**src/rtl/arith_operand_sequencer_pkg.sv**
```systemverilog
// Shared constants for the operand sequencer: default widths, state encoding,
// operand slot indices and the quotient substituted on divide-by-zero.
package arith_operand_sequencer_pkg;

  localparam int DEF_W  = 4;
  localparam int DEF_RW = DEF_W + 1;

  localparam logic [1:0] ST_COLLECT = 2'd0;
  localparam logic [1:0] ST_EXEC    = 2'd1;
  localparam logic [1:0] ST_HOLD    = 2'd2;

  localparam logic [1:0] SLOT_A = 2'd0;
  localparam logic [1:0] SLOT_B = 2'd1;
  localparam logic [1:0] SLOT_C = 2'd2;
  localparam logic [1:0] SLOT_D = 2'd3;

  localparam logic [DEF_RW-1:0] DIV0_QUOT = '1;

endpackage

```
**src/rtl/arith_operand_sequencer.sv**
```systemverilog
// Collects a,b,c,d serially, presents them stable to the operator block for one
// cycle, then captures and holds the results behind a valid/ready handshake.
module arith_operand_sequencer
  import arith_operand_sequencer_pkg::*;
#(
  parameter int W  = DEF_W,
  parameter int RW = DEF_RW
) (
  input  logic          clk,
  input  logic          rst,
  input  logic          flush,
  input  logic          in_valid,
  output logic          in_ready,
  input  logic [W-1:0]  in_data,
  output logic [W-1:0]  op_a,
  output logic [W-1:0]  op_b,
  output logic [W-1:0]  op_c,
  output logic [W-1:0]  op_d,
  input  logic [RW-1:0] res_x,
  input  logic [RW-1:0] res_y,
  input  logic [RW-1:0] res_z,
  input  logic [RW-1:0] res_u,
  input  logic [RW-1:0] res_v,
  output logic          out_valid,
  input  logic          out_ready,
  output logic [RW-1:0] out_x,
  output logic [RW-1:0] out_y,
  output logic [RW-1:0] out_z,
  output logic [RW-1:0] out_u,
  output logic [RW-1:0] out_v,
  output logic          div_zero,
  output logic          mul_ovf
);

  localparam logic [2*W-1:0] RES_MAX = (2*W)'((1 << RW) - 1);

  logic [1:0]    state_q, state_d;
  logic [1:0]    cnt_q, cnt_d;
  logic [W-1:0]  op_a_q, op_a_d, op_b_q, op_b_d, op_c_q, op_c_d, op_d_q, op_d_d;
  logic [RW-1:0] out_x_q, out_x_d, out_y_q, out_y_d, out_z_q, out_z_d;
  logic [RW-1:0] out_u_q, out_u_d, out_v_q, out_v_d;
  logic          out_valid_q, out_valid_d;
  logic          div_zero_q, div_zero_d;
  logic          mul_ovf_q, mul_ovf_d;
  logic          accept;
  logic [2*W-1:0] prod;

  // Full-width product so overflow is judged on the true value, not res_u.
  assign prod   = {{W{1'b0}}, op_a_q} * {{W{1'b0}}, op_b_q};
  assign accept = in_valid && (state_q == ST_COLLECT);

  always_comb begin
    state_d     = state_q;
    cnt_d       = cnt_q;
    op_a_d      = op_a_q;
    op_b_d      = op_b_q;
    op_c_d      = op_c_q;
    op_d_d      = op_d_q;
    out_x_d     = out_x_q;
    out_y_d     = out_y_q;
    out_z_d     = out_z_q;
    out_u_d     = out_u_q;
    out_v_d     = out_v_q;
    out_valid_d = out_valid_q;
    div_zero_d  = div_zero_q;
    mul_ovf_d   = mul_ovf_q;

    if (flush) begin
      // Abort drops any same-cycle handshake; captured results stay visible.
      state_d     = ST_COLLECT;
      cnt_d       = '0;
      out_valid_d = 1'b0;
      op_a_d      = '0;
      op_b_d      = '0;
      op_c_d      = '0;
      op_d_d      = '0;
    end else begin
      case (state_q)
        ST_COLLECT: begin
          if (accept) begin
            case (cnt_q)
              SLOT_A:  op_a_d = in_data;
              SLOT_B:  op_b_d = in_data;
              SLOT_C:  op_c_d = in_data;
              default: op_d_d = in_data;
            endcase
            if (cnt_q == SLOT_D) begin
              state_d = ST_EXEC;
              cnt_d   = '0;
            end else begin
              cnt_d = cnt_q + 2'd1;
            end
          end
        end
        ST_EXEC: begin
          out_x_d     = res_x;
          out_y_d     = res_y;
          out_u_d     = res_u;
          mul_ovf_d   = (prod > RES_MAX);
          if (op_c_q == '0) begin
            out_z_d    = DIV0_QUOT;
            out_v_d    = {{(RW-W){1'b0}}, op_d_q};
            div_zero_d = 1'b1;
          end else begin
            out_z_d    = res_z;
            out_v_d    = res_v;
            div_zero_d = 1'b0;
          end
          out_valid_d = 1'b1;
          state_d     = ST_HOLD;
        end
        ST_HOLD: begin
          if (out_ready) begin
            out_valid_d = 1'b0;
            state_d     = ST_COLLECT;
          end
        end
        default: begin
          state_d     = ST_COLLECT;
          cnt_d       = '0;
          out_valid_d = 1'b0;
        end
      endcase
    end
  end

  always_ff @(posedge clk or posedge rst) begin
    if (rst) begin
      state_q     <= ST_COLLECT;
      cnt_q       <= '0;
      op_a_q      <= '0;
      op_b_q      <= '0;
      op_c_q      <= '0;
      op_d_q      <= '0;
      out_x_q     <= '0;
      out_y_q     <= '0;
      out_z_q     <= '0;
      out_u_q     <= '0;
      out_v_q     <= '0;
      out_valid_q <= 1'b0;
      div_zero_q  <= 1'b0;
      mul_ovf_q   <= 1'b0;
    end else begin
      state_q     <= state_d;
      cnt_q       <= cnt_d;
      op_a_q      <= op_a_d;
      op_b_q      <= op_b_d;
      op_c_q      <= op_c_d;
      op_d_q      <= op_d_d;
      out_x_q     <= out_x_d;
      out_y_q     <= out_y_d;
      out_z_q     <= out_z_d;
      out_u_q     <= out_u_d;
      out_v_q     <= out_v_d;
      out_valid_q <= out_valid_d;
      div_zero_q  <= div_zero_d;
      mul_ovf_q   <= mul_ovf_d;
    end
  end

  // in_ready is gated by rst directly so it falls the instant reset asserts.
  assign in_ready  = (state_q == ST_COLLECT) && !rst;
  assign op_a      = op_a_q;
  assign op_b      = op_b_q;
  assign op_c      = op_c_q;
  assign op_d      = op_d_q;
  assign out_valid = out_valid_q;
  assign out_x     = out_x_q;
  assign out_y     = out_y_q;
  assign out_z     = out_z_q;
  assign out_u     = out_u_q;
  assign out_v     = out_v_q;
  assign div_zero  = div_zero_q;
  assign mul_ovf   = mul_ovf_q;

endmodule

```
**config.mk**
```make
export PLATFORM = sky130hd
export DESIGN_NAME = arith_operand_sequencer
export DESIGN_NICKNAME = d
export VERILOG_FILES = /design/src/rtl/arith_operand_sequencer_pkg.sv /design/src/rtl/arith_operand_sequencer.sv
export SDC_FILE = /design/constraint.sdc
export NUM_CORES = 1
export LEC_CHECK = 0
export BUFFER_PORTS_ARGS = -buffer_cell sky130_fd_sc_hd__buf_2
export CAP_MARGIN = 20
export CORE_UTILIZATION = 51
export DETAILED_ROUTE_END_ITERATION = 8
export PLACE_DENSITY = 0.8
export SETUP_SLACK_MARGIN = 0.3
export SLEW_MARGIN = 40
export SYNTH_ARGS = -nofsm -noshare
export SYNTH_HDL_FRONTEND = slang
export SYNTH_SLANG_ARGS = --single-unit
```
**constraint.sdc**
```tcl
create_clock -name clk -period 2.85 [get_ports clk]
set_input_delay 0.57 -clock clk [delete_from_list [all_inputs] [get_ports clk]]
set_output_delay 0.57 -clock clk [all_outputs]
set_load 0.005 [all_outputs]
```
=== Yosys cells after proc, flatten, opt, wreduce, memory -nomap -nowiden ===
Index checks and enable logic that the tools add are counted.

* Bits of input ports: 34
* Register bits: 48
* Word-level logic and storage cells: 81
* Output and inout bits: 45

* Multipliers: 1
* Muxes and demuxes: 31
* Eq/ne operators: 11
* $lt $le $gt $ge: 1
* Add/sub/neg operators: 1
* Reduce and logical (&&, ||, !) cells: 21
* Bitwise logic cells: 1

{| class="wikitable"
|+ Operator list
! cell !! count
|-
| $mux W4 || 16
|-
| $reduce_and A3 Y1 || 5
|-
| $mux W2 || 7
|-
| $mux W5 || 2
|-
| $reduce_bool A2 Y1 || 5
|-
| $gt A8 B5 Y1 const B || 1
|-
| $mul A4 B4 Y8 || 1
|-
| $eq A2 B2 Y1 const B || 3
|-
| $ne A3 B3 Y1 const B || 2
|-
| $pmux W2 S3 || 1
|-
| $reduce_and A2 Y1 || 3
|-
| $eq A2 B1 Y1 const B || 2
|-
| $logic_not A2 Y1 || 2
|-
| $logic_not A4 Y1 || 1
|-
| $ne A2 B1 Y1 const B || 2
|-
| $pmux W2 S2 || 1
|-
| $mux W1 || 3
|-
| $ne A3 B2 Y1 const B || 1
|-
| $pmux W1 S3 || 1
|-
| $reduce_or A3 Y1 || 1
|-
| $add A2 B1 Y2 const B || 1
|-
| $logic_and A1 B1 Y1 || 2
|-
| $ne A2 B2 Y1 const B || 1
|-
| $reduce_or A2 Y1 || 1
|-
| other kinds (2) || 2
|}

=== Logic depth before layout (Yosys ltp) ===
Gate-level depths: netlist of the first run.

* Depth in word-level cells: 6
* Gate-level depth with buffers: 11
* Depth with buffers taken out: 11

=== Worst setup path before layout of the first run ===
No wires, ideal clock.

* Path type: flip-flop to flip-flop
* From: reg op_b_q[3] (netlist: op_b[3])
* To: reg mul_ovf_q (netlist: mul_ovf)
* Data required time: 2712 ps
* Arrival time: 2479 ps
* Clock period less this slack: 2617 ps
* Path buffers: 0
* Setup time: 138 ps
* Slack: 233 ps
* Cell stages (with the launch flop): 12
* Path through: dfrtp_1 > nand2_1 > fa_1 > inv_1 > fa_1 > inv_1 > fa_1 > inv_1 > a21o_1 > a21oi_1 > xnor2_1 > a31oi_1

* Cells in the longest elaborated chain, start to end: 2

{| class="wikitable"
|+ Ends and longest elaborated chain
! element !! line !! source
|-
| start: declaration || arith_operand_sequencer.sv:39 || <nowiki>logic [W-1:0] op_a_q, op_a_d, op_b_q, op_b_d, op_c_q, op_c_d, op_d_q, op_d_d;</nowiki>
|-
| start signal: assignment || arith_operand_sequencer.sv:147 || <nowiki>op_b_q <= op_b_d;</nowiki>
|-
| $mul A4 B4 Y8 || arith_operand_sequencer.sv:49 || <nowiki>assign prod = {{W{1'b0}}, op_a_q} * {{W{1'b0}}, op_b_q};</nowiki>
|-
| $gt A8 B5 Y1 || arith_operand_sequencer.sv:99 || <nowiki>mul_ovf_d = (prod > RES_MAX);</nowiki>
|-
| end signal: assignment || arith_operand_sequencer.sv:157 || <nowiki>mul_ovf_q <= mul_ovf_d;</nowiki>
|-
| end: declaration || arith_operand_sequencer.sv:44 || <nowiki>logic mul_ovf_q, mul_ovf_d;</nowiki>
|}

Every way passes these cells.
A chain may end at the register's enable or synchronous reset.

=== Worst setup path after layout of the first run ===
* From: reg op_a_q[2] (netlist: op_a[2])
* To: reg mul_ovf_q (netlist: mul_ovf)

* Cells in the longest elaborated chain, start to end: 2

{| class="wikitable"
|+ Ends and longest elaborated chain
! element !! line !! source
|-
| start: declaration || arith_operand_sequencer.sv:39 ||
|-
| start signal: assignment || arith_operand_sequencer.sv:146 || <nowiki>op_a_q <= op_a_d;</nowiki>
|-
| $mul A4 B4 Y8 || arith_operand_sequencer.sv:49 ||
|-
| $gt A8 B5 Y1 || arith_operand_sequencer.sv:99 ||
|}

Every way passes these cells.

==> out/qor.yml, run 1 <==
run_status:
  status: "complete, no violations"
power:
  p_sw_uw: 704
  powerDensity_nw_per_um2: 671
  p_clk_frac: 0.201
  seq_power_share: 0.469
  power_switching_share: 0.336
  p_int_mw: 1.39
  ir_worst_vdd_uv: 431
  combinationalPowerShare: 0.330
  p_leak_nw: 1.87
  power_mw: 2.10
synth:
  synth.distinct_cells: 31
  synth_mux_area_frac: 0.0832
  syn_nets: 317
  ys_ff_latch: 48
  synthAdderAreaFrac: 0.131
  synth_area_per_cell_um2: 9.75
  synth_xor_area_frac: 0.00347
  yosys.area_share.simple: 0.205
  yosysSeqAreaShare: 0.475
  synth_area_leaders: "dfrtp_1 (48%), nand2_1 (10%), ha_1 (9.9%), mux2i_1 (8.3%), fa_1 (3.2%)"
  synth_compound_area_frac: 0.0639
  synth_top_cell_area_share: 0.475
  ys_warn_count: 0
  synthCells: 259
  yosysTopAreaCell: "dfrtp_1"
  syn_area_um2: 2530
  synth_top_family_by_area: "simple AND/OR/NAND/NOR gates"
critical_path:
  crit_fanout: 2
  crit_path_end_kind: "register"
  worst_path_max_delay_cell: "fa_1"
  crit_type: "register to register"
  cpPeakStageDelay_ps: 530
  cp-start-kind: "register"
  crit_family: "adder cells"
  path_cells: "nand2_1, fa_1, inv_1, fa_1, ha_1, a21oi_2, nor2b_2, o41ai_2, a31oi_1"
  cpMostUsedCell: "fa_1"
  cp.depth: 9
  critPathArrivalTime_ps: 2720
  crit_required_ps: 3030
  crit_buf_inv: 1
  r2r_cells: 9
placement:
  placed_cell_area_um2: 2970
  pre_cts_ws_ps: 176
  io_buffer_count: 78
  place.gp.congestion: 0.813
  dp_hpwl_um: 4120
route:
  drt_iter0_drc: 54
  drc_errors: 0
  drt_pass1_iterations: 4
  postRouteAntennaNets: 0
  vias: 2018
  wl_um: 5630
  vias_per_cell: 4.92
  post_drt_wl_per_cell_um: 13.7
global_route:
  grtUsageMet3: 0.0333
  grt_overflow_total: 0
  grt_util_met1: 0.287
  grt-busiest-layer: "met2"
  grt_pass1_vias: 1967
  gr-usage-met2: 0.386
  grt_max_degree: 28
  grt_antenna_before_repair: 0
  grt_pass1_wl_um: 9030
  track_usage: 0.225
die:
  die_h_um: 72.4
  io_pins: 79
  num_rows: 25
  die_w_um: 72.4
  core_area_um2: 4750
  dieArea_um2: 5240
  start_util: 0.531
timing:
  finClkSkew_ps: 5.29
  setup_violations: 0
  worst_slack_ps: 312
  drv_slew: 0
  hold_ws_ps: 280
  period_share: 0.891
  finalHoldViolCount: 0
  tightest_slew_ps: 769
  max_clock_freq_ghz: 0.394
  period_minus_slack_ps: 2540
  fin_tns_setup_ps: 0
  slew_headroom: 0.483
  rsz0062_at_grt: "true"
clock_tree:
  cts_buffer_depth: 2
  root_buffer: "clkbuf_8"
  hold_buffers: 0
  clkSinkCount: 48
  numCtsBuffers: 5
  clkLatencyLatePin_ps: 300
  cts_tree: "yes"
  clk_pin_slew_ps: 90
  htreeDepth: 2
final_layout:
  final_cell_mix: "buf_2 (78), nand2_1 (69), dfrtp_1 (48), nor2_1 (21), mux2i_1 (21)"
  fillers: 420
  nNetsFinal: 401
  drive_gt1_frac: 0.309
  area_growth_pct: 23.9
  final_common_cell: "buf_2"
  final_area_um2: 3130
  diodes: 0
flow_run:
  drv_cap: 0
min_path:
  min_path_type: "primary input to async pin"
==> timing repair <==
item / 4_1_cts / 5_1_grt
setup buffers: 5 / 1
endpoints found under the setup margin: 1 / 1
pin swaps: 8 / 2
resized for setup: 6 / 0
==> cell type report <==
class,instances,area (um^2),area share
tap,67,83.8,0.0268
clock buffer,6,82.6,0.0264
sequential,48,1200,0.384
inverter,12,45.0,0.0144
clock inverter,1,8.76,0.00280
timing repair buffer,87,458,0.146
multi-input combinational,189,1250,0.399
==> cell families after synthesis <==
kind of cell,count (synthesis)
compound gates,26
xor+xnor,1
mux,21
fa+ha+maj,24
simple gates,117
flops,48
buf+inv,22
==> power groups by stage <==
stage	Combinational, mW	Sequential (mW)	Clock, mW
2_1_floorplan	0.362	1.02	0
3_3_place_gp	0.656	0.997	0
3_5_place_dp	0.678	1.00	0
4_1_cts	0.700	0.985	0.431
5_1_grt	0.791	1.01	0.456
6_report	0.692	0.984	0.422
==> worst paths after layout <==
check | start | to | slack (ps)
min in group clk | res_x[0] | out_x[0] | 450
hold reg to reg | out_z[2] | out_z[2] | 470
max in group asynchronous | rst | out_x[1] | 1860
hold / removal | rst | op_c[2] | 280
setup / recovery | op_a[2] | mul_ovf | 310
setup reg to reg | op_a[2] | mul_ovf | 310
==> metrics by stage <==
| step | instances | util |
|---|---|---|
| 2_1_floorplan | 259 | - |
| 3_3_place_gp | 397 | 0.625 |
| 3_5_place_dp | 397 | 0.625 |
| 4_1_cts | 409 | 0.657 |
| 5_1_grt | 410 | 0.658 |
| 6_report | 410 | 0.658 |
==> registers in the layout (all words and copies together), names as in the netlist <==
| signal | flops |
|---|---|
| out_x | 5 |
| out_u | 5 |
| mul_ovf | 1 |
| op_b | 4 |
| out_valid | 1 |
| cnt_q | 2 |
| state_q | 2 |
| op_d | 4 |
| out_v | 5 |
| div_zero | 1 |
| out_y | 5 |
| op_c | 4 |
| out_z | 5 |
| op_a | 4 |
==> cells in the mapped netlist (all sizes together) <==
library cell / instances
a211o: 1
a21o: 1
a21oi: 5
a22oi: 1
a31oi: 1
and2: 12
buf: 8
clkbuf: 2
dfrtp: 48
fa: 4
ha: 20
inv: 12
mux2i: 21
nand2: 69
nand2b: 1
nand3: 5
nand3b: 1
nor2: 21
nor2b: 5
nor3: 1
nor3b: 1
nor4: 1
o21a: 1
o21ai: 14
o221ai: 1
o41ai: 1
xnor2: 1
==> per-layer routing <==
metal	vias up	wire, um
li1	1008	-
met1	958	2480
met2	38	2880
met3	14	117
met4	0	149
met5	-	0
Power figures use the tool's default switching activity.
==> run 2: changes to the inputs <==
--- a/config.mk
+++ b/config.mk
@@ -7,9 +7,9 @@
 export LEC_CHECK = 0
 export BUFFER_PORTS_ARGS = -buffer_cell sky130_fd_sc_hd__buf_2
 export CAP_MARGIN = 20
-export CORE_UTILIZATION = 51
+export CORE_UTILIZATION = 54
 export DETAILED_ROUTE_END_ITERATION = 8
-export PLACE_DENSITY = 0.8
+export PLACE_DENSITY = 0.84
 export SETUP_SLACK_MARGIN = 0.3
 export SLEW_MARGIN = 40
 export SYNTH_ARGS = -nofsm -noshare
==> constraint.sdc (replaced) <==
create_clock -name clk -period 2.95 [get_ports clk]
set_input_delay 0.59 -clock clk [delete_from_list [all_inputs] [get_ports clk]]
set_output_delay 0.59 -clock clk [all_outputs]
set_load 0.005 [all_outputs]
==> out/qor.yml, run 2 (synthesis results as in run 1) <==
run_status:
  status: "complete, no violations"
placement:
  placed_cells: 381
  placed_cell_area_um2: 2950
  io_buffer_count: 78
  place.gp.congestion: 0.781
  pre_cts_ws_ps: 196
  dp_hpwl_um: 4030
final_layout:
  area_growth_pct: 25.4
  diodes: 0
  finish.utilization: 0.718
  nNetsFinal: 402
  finalNonFillerCells: 397
  final_common_cell: "buf_2"
  drive_gt1_frac: 0.333
  final_area_um2: 3170
  final_cell_mix: "buf_2 (78), nand2_1 (67), dfrtp_1 (48), nor2_1 (21), mux2i_1 (21)"
critical_path:
  crit_fanout: 5
  crit_type: "register to register"
  cp-endpoint: "mul_ovf"
  crit_path_end_kind: "register"
  r2r_setup_slack_ps: 380
  cp-start-kind: "register"
  crit_start: "op_b[1]"
  crit_required_ps: 3120
  timing.rr.start: "op_b[1]"
  r2r_end: "mul_ovf"
  critPathArrivalTime_ps: 2750
  r2r_cells: 13
route:
  drc_errors: 0
  drt_pass1_iterations: 4
  vias_per_cell: 5.17
  vias: 2052
  post_drt_wl_per_cell_um: 14.3
  drt_iter0_drc: 119
  wl_um: 5690
  postRouteAntennaNets: 0
power:
  p_sw_uw: 689
  combinationalPowerShare: 0.333
  ir_worst_vdd_uv: 479
  p_int_mw: 1.36
  p_leak_nw: 1.87
  power_switching_share: 0.337
  power_mw: 2.05
  seq_power_share: 0.467
  powerDensity_nw_per_um2: 646
  p_clk_frac: 0.201
die:
  core_area_um2: 4410
  num_rows: 24
  io_pins: 79
  start_util: 0.572
  die_h_um: 70.4
  dieArea_um2: 4960
  die_w_um: 70.4
timing:
  max_clock_freq_ghz: 0.389
  drv_slew: 0
  rsz0062_at_grt: "false"
  finClkSkew_ps: 6.04
  fin_tns_setup_ps: 0
  period_minus_slack_ps: 2570
  tightest_slew_ps: 727
  slew_headroom: 0.512
  period_share: 0.872
  hold_ws_ps: 368
  worst_slack_ps: 377
  finalHoldViolCount: 0
  setup_violations: 0
global_route:
  grt_overflow_total: 0
  track_usage: 0.238
  grt_antenna_before_repair: 0
  grt_max_degree: 49
  grt_pass1_vias: 2035
  grt_pass1_wl_um: 9330
clock_tree:
  root_buffer: "clkbuf_8"
  htreeDepth: 2
  clkSinkCount: 48
  numCtsBuffers: 5
  cts_tree: "yes"
  cts_buffer_depth: 2
  clk_pin_slew_ps: 90
  clkLatencyLatePin_ps: 290
min_path:
  min_path_type: "primary input to async pin"
flow_run:
  drv_cap: 0
-- run 2: cell count changes in the layout (fill, tap and decap cells not counted), moves of 2 or more --
cell,before,now
ha_4,0,3
nand2_2,0,2
nand2_1,69,67
ha_1,20,16
-- run 2: power groups by stage --
stage                     clock network, mW  registers (mW)  logic, mW
after global placement                    0           0.964      0.630
final                                 0.411           0.954      0.680
after detailed placement                  0           0.973      0.655
after CTS                             0.421           0.953      0.680
after floorplan                           0           0.985      0.350
after global routing                  0.445           0.984      0.772
-- run 2: worst min-delay path by stage --
stage | from | end | slack, ps | depth (start not counted)
floorplan | out_z[0] | out_z[0] | 460 | 2
detailed placement | out_z[1] | out_z[1] | 450 | 2
finish | rst | state_q[1] | 370 | 2
global route | rst | op_c[2] | 410 | 2
CTS | rst | out_valid | 390 | 2
global placement | out_z[1] | out_z[1] | 450 | 2
-- run 2: cell type report --
cell class / instances / area [um^2]
clock inverters: 2 / 13.8
well taps: 52 / 65.1
multi-input cells: 189 / 1290
repair buffers: 88 / 465
inverters: 12 / 47.5
flip-flops and latches: 48 / 1200
clock buffers: 6 / 82.6
fillers: 343 / 1250
-- run 2: metal layers --
metal / global-route usage / wire length (um) / share of wire
met5: 0 / 0 / 0
met4: 0.0933 / 127 / 0.022
met3: 0.0317 / 142 / 0.025
met2: 0.406 / 2950 / 0.52
met1: 0.305 / 2470 / 0.43
-- run 2: worst max-delay path: stages, from the launching register on --
cell and delay, ps:
dfrtp_1 410, buf_4 140, buf_4 140, and2_1 190, ha_4 230, ha_4 260
ha_2 190, inv_1 70, fa_2 380, inv_2 50, a21o_1 110, a21oi_2 60
xnor2_1 140, a31oi_1 100
-- run 2: what timing repair did --
| item | 4_1_cts | 5_1_grt |
|---|---|---|
| buffers inserted | 6 | 2 |
| gates resized for setup | 0 | 14 |
| hold buffers | 0 | 0 |
| pin swaps | 2 | 13 |
| endpoints found under the setup margin | 1 | 1 |
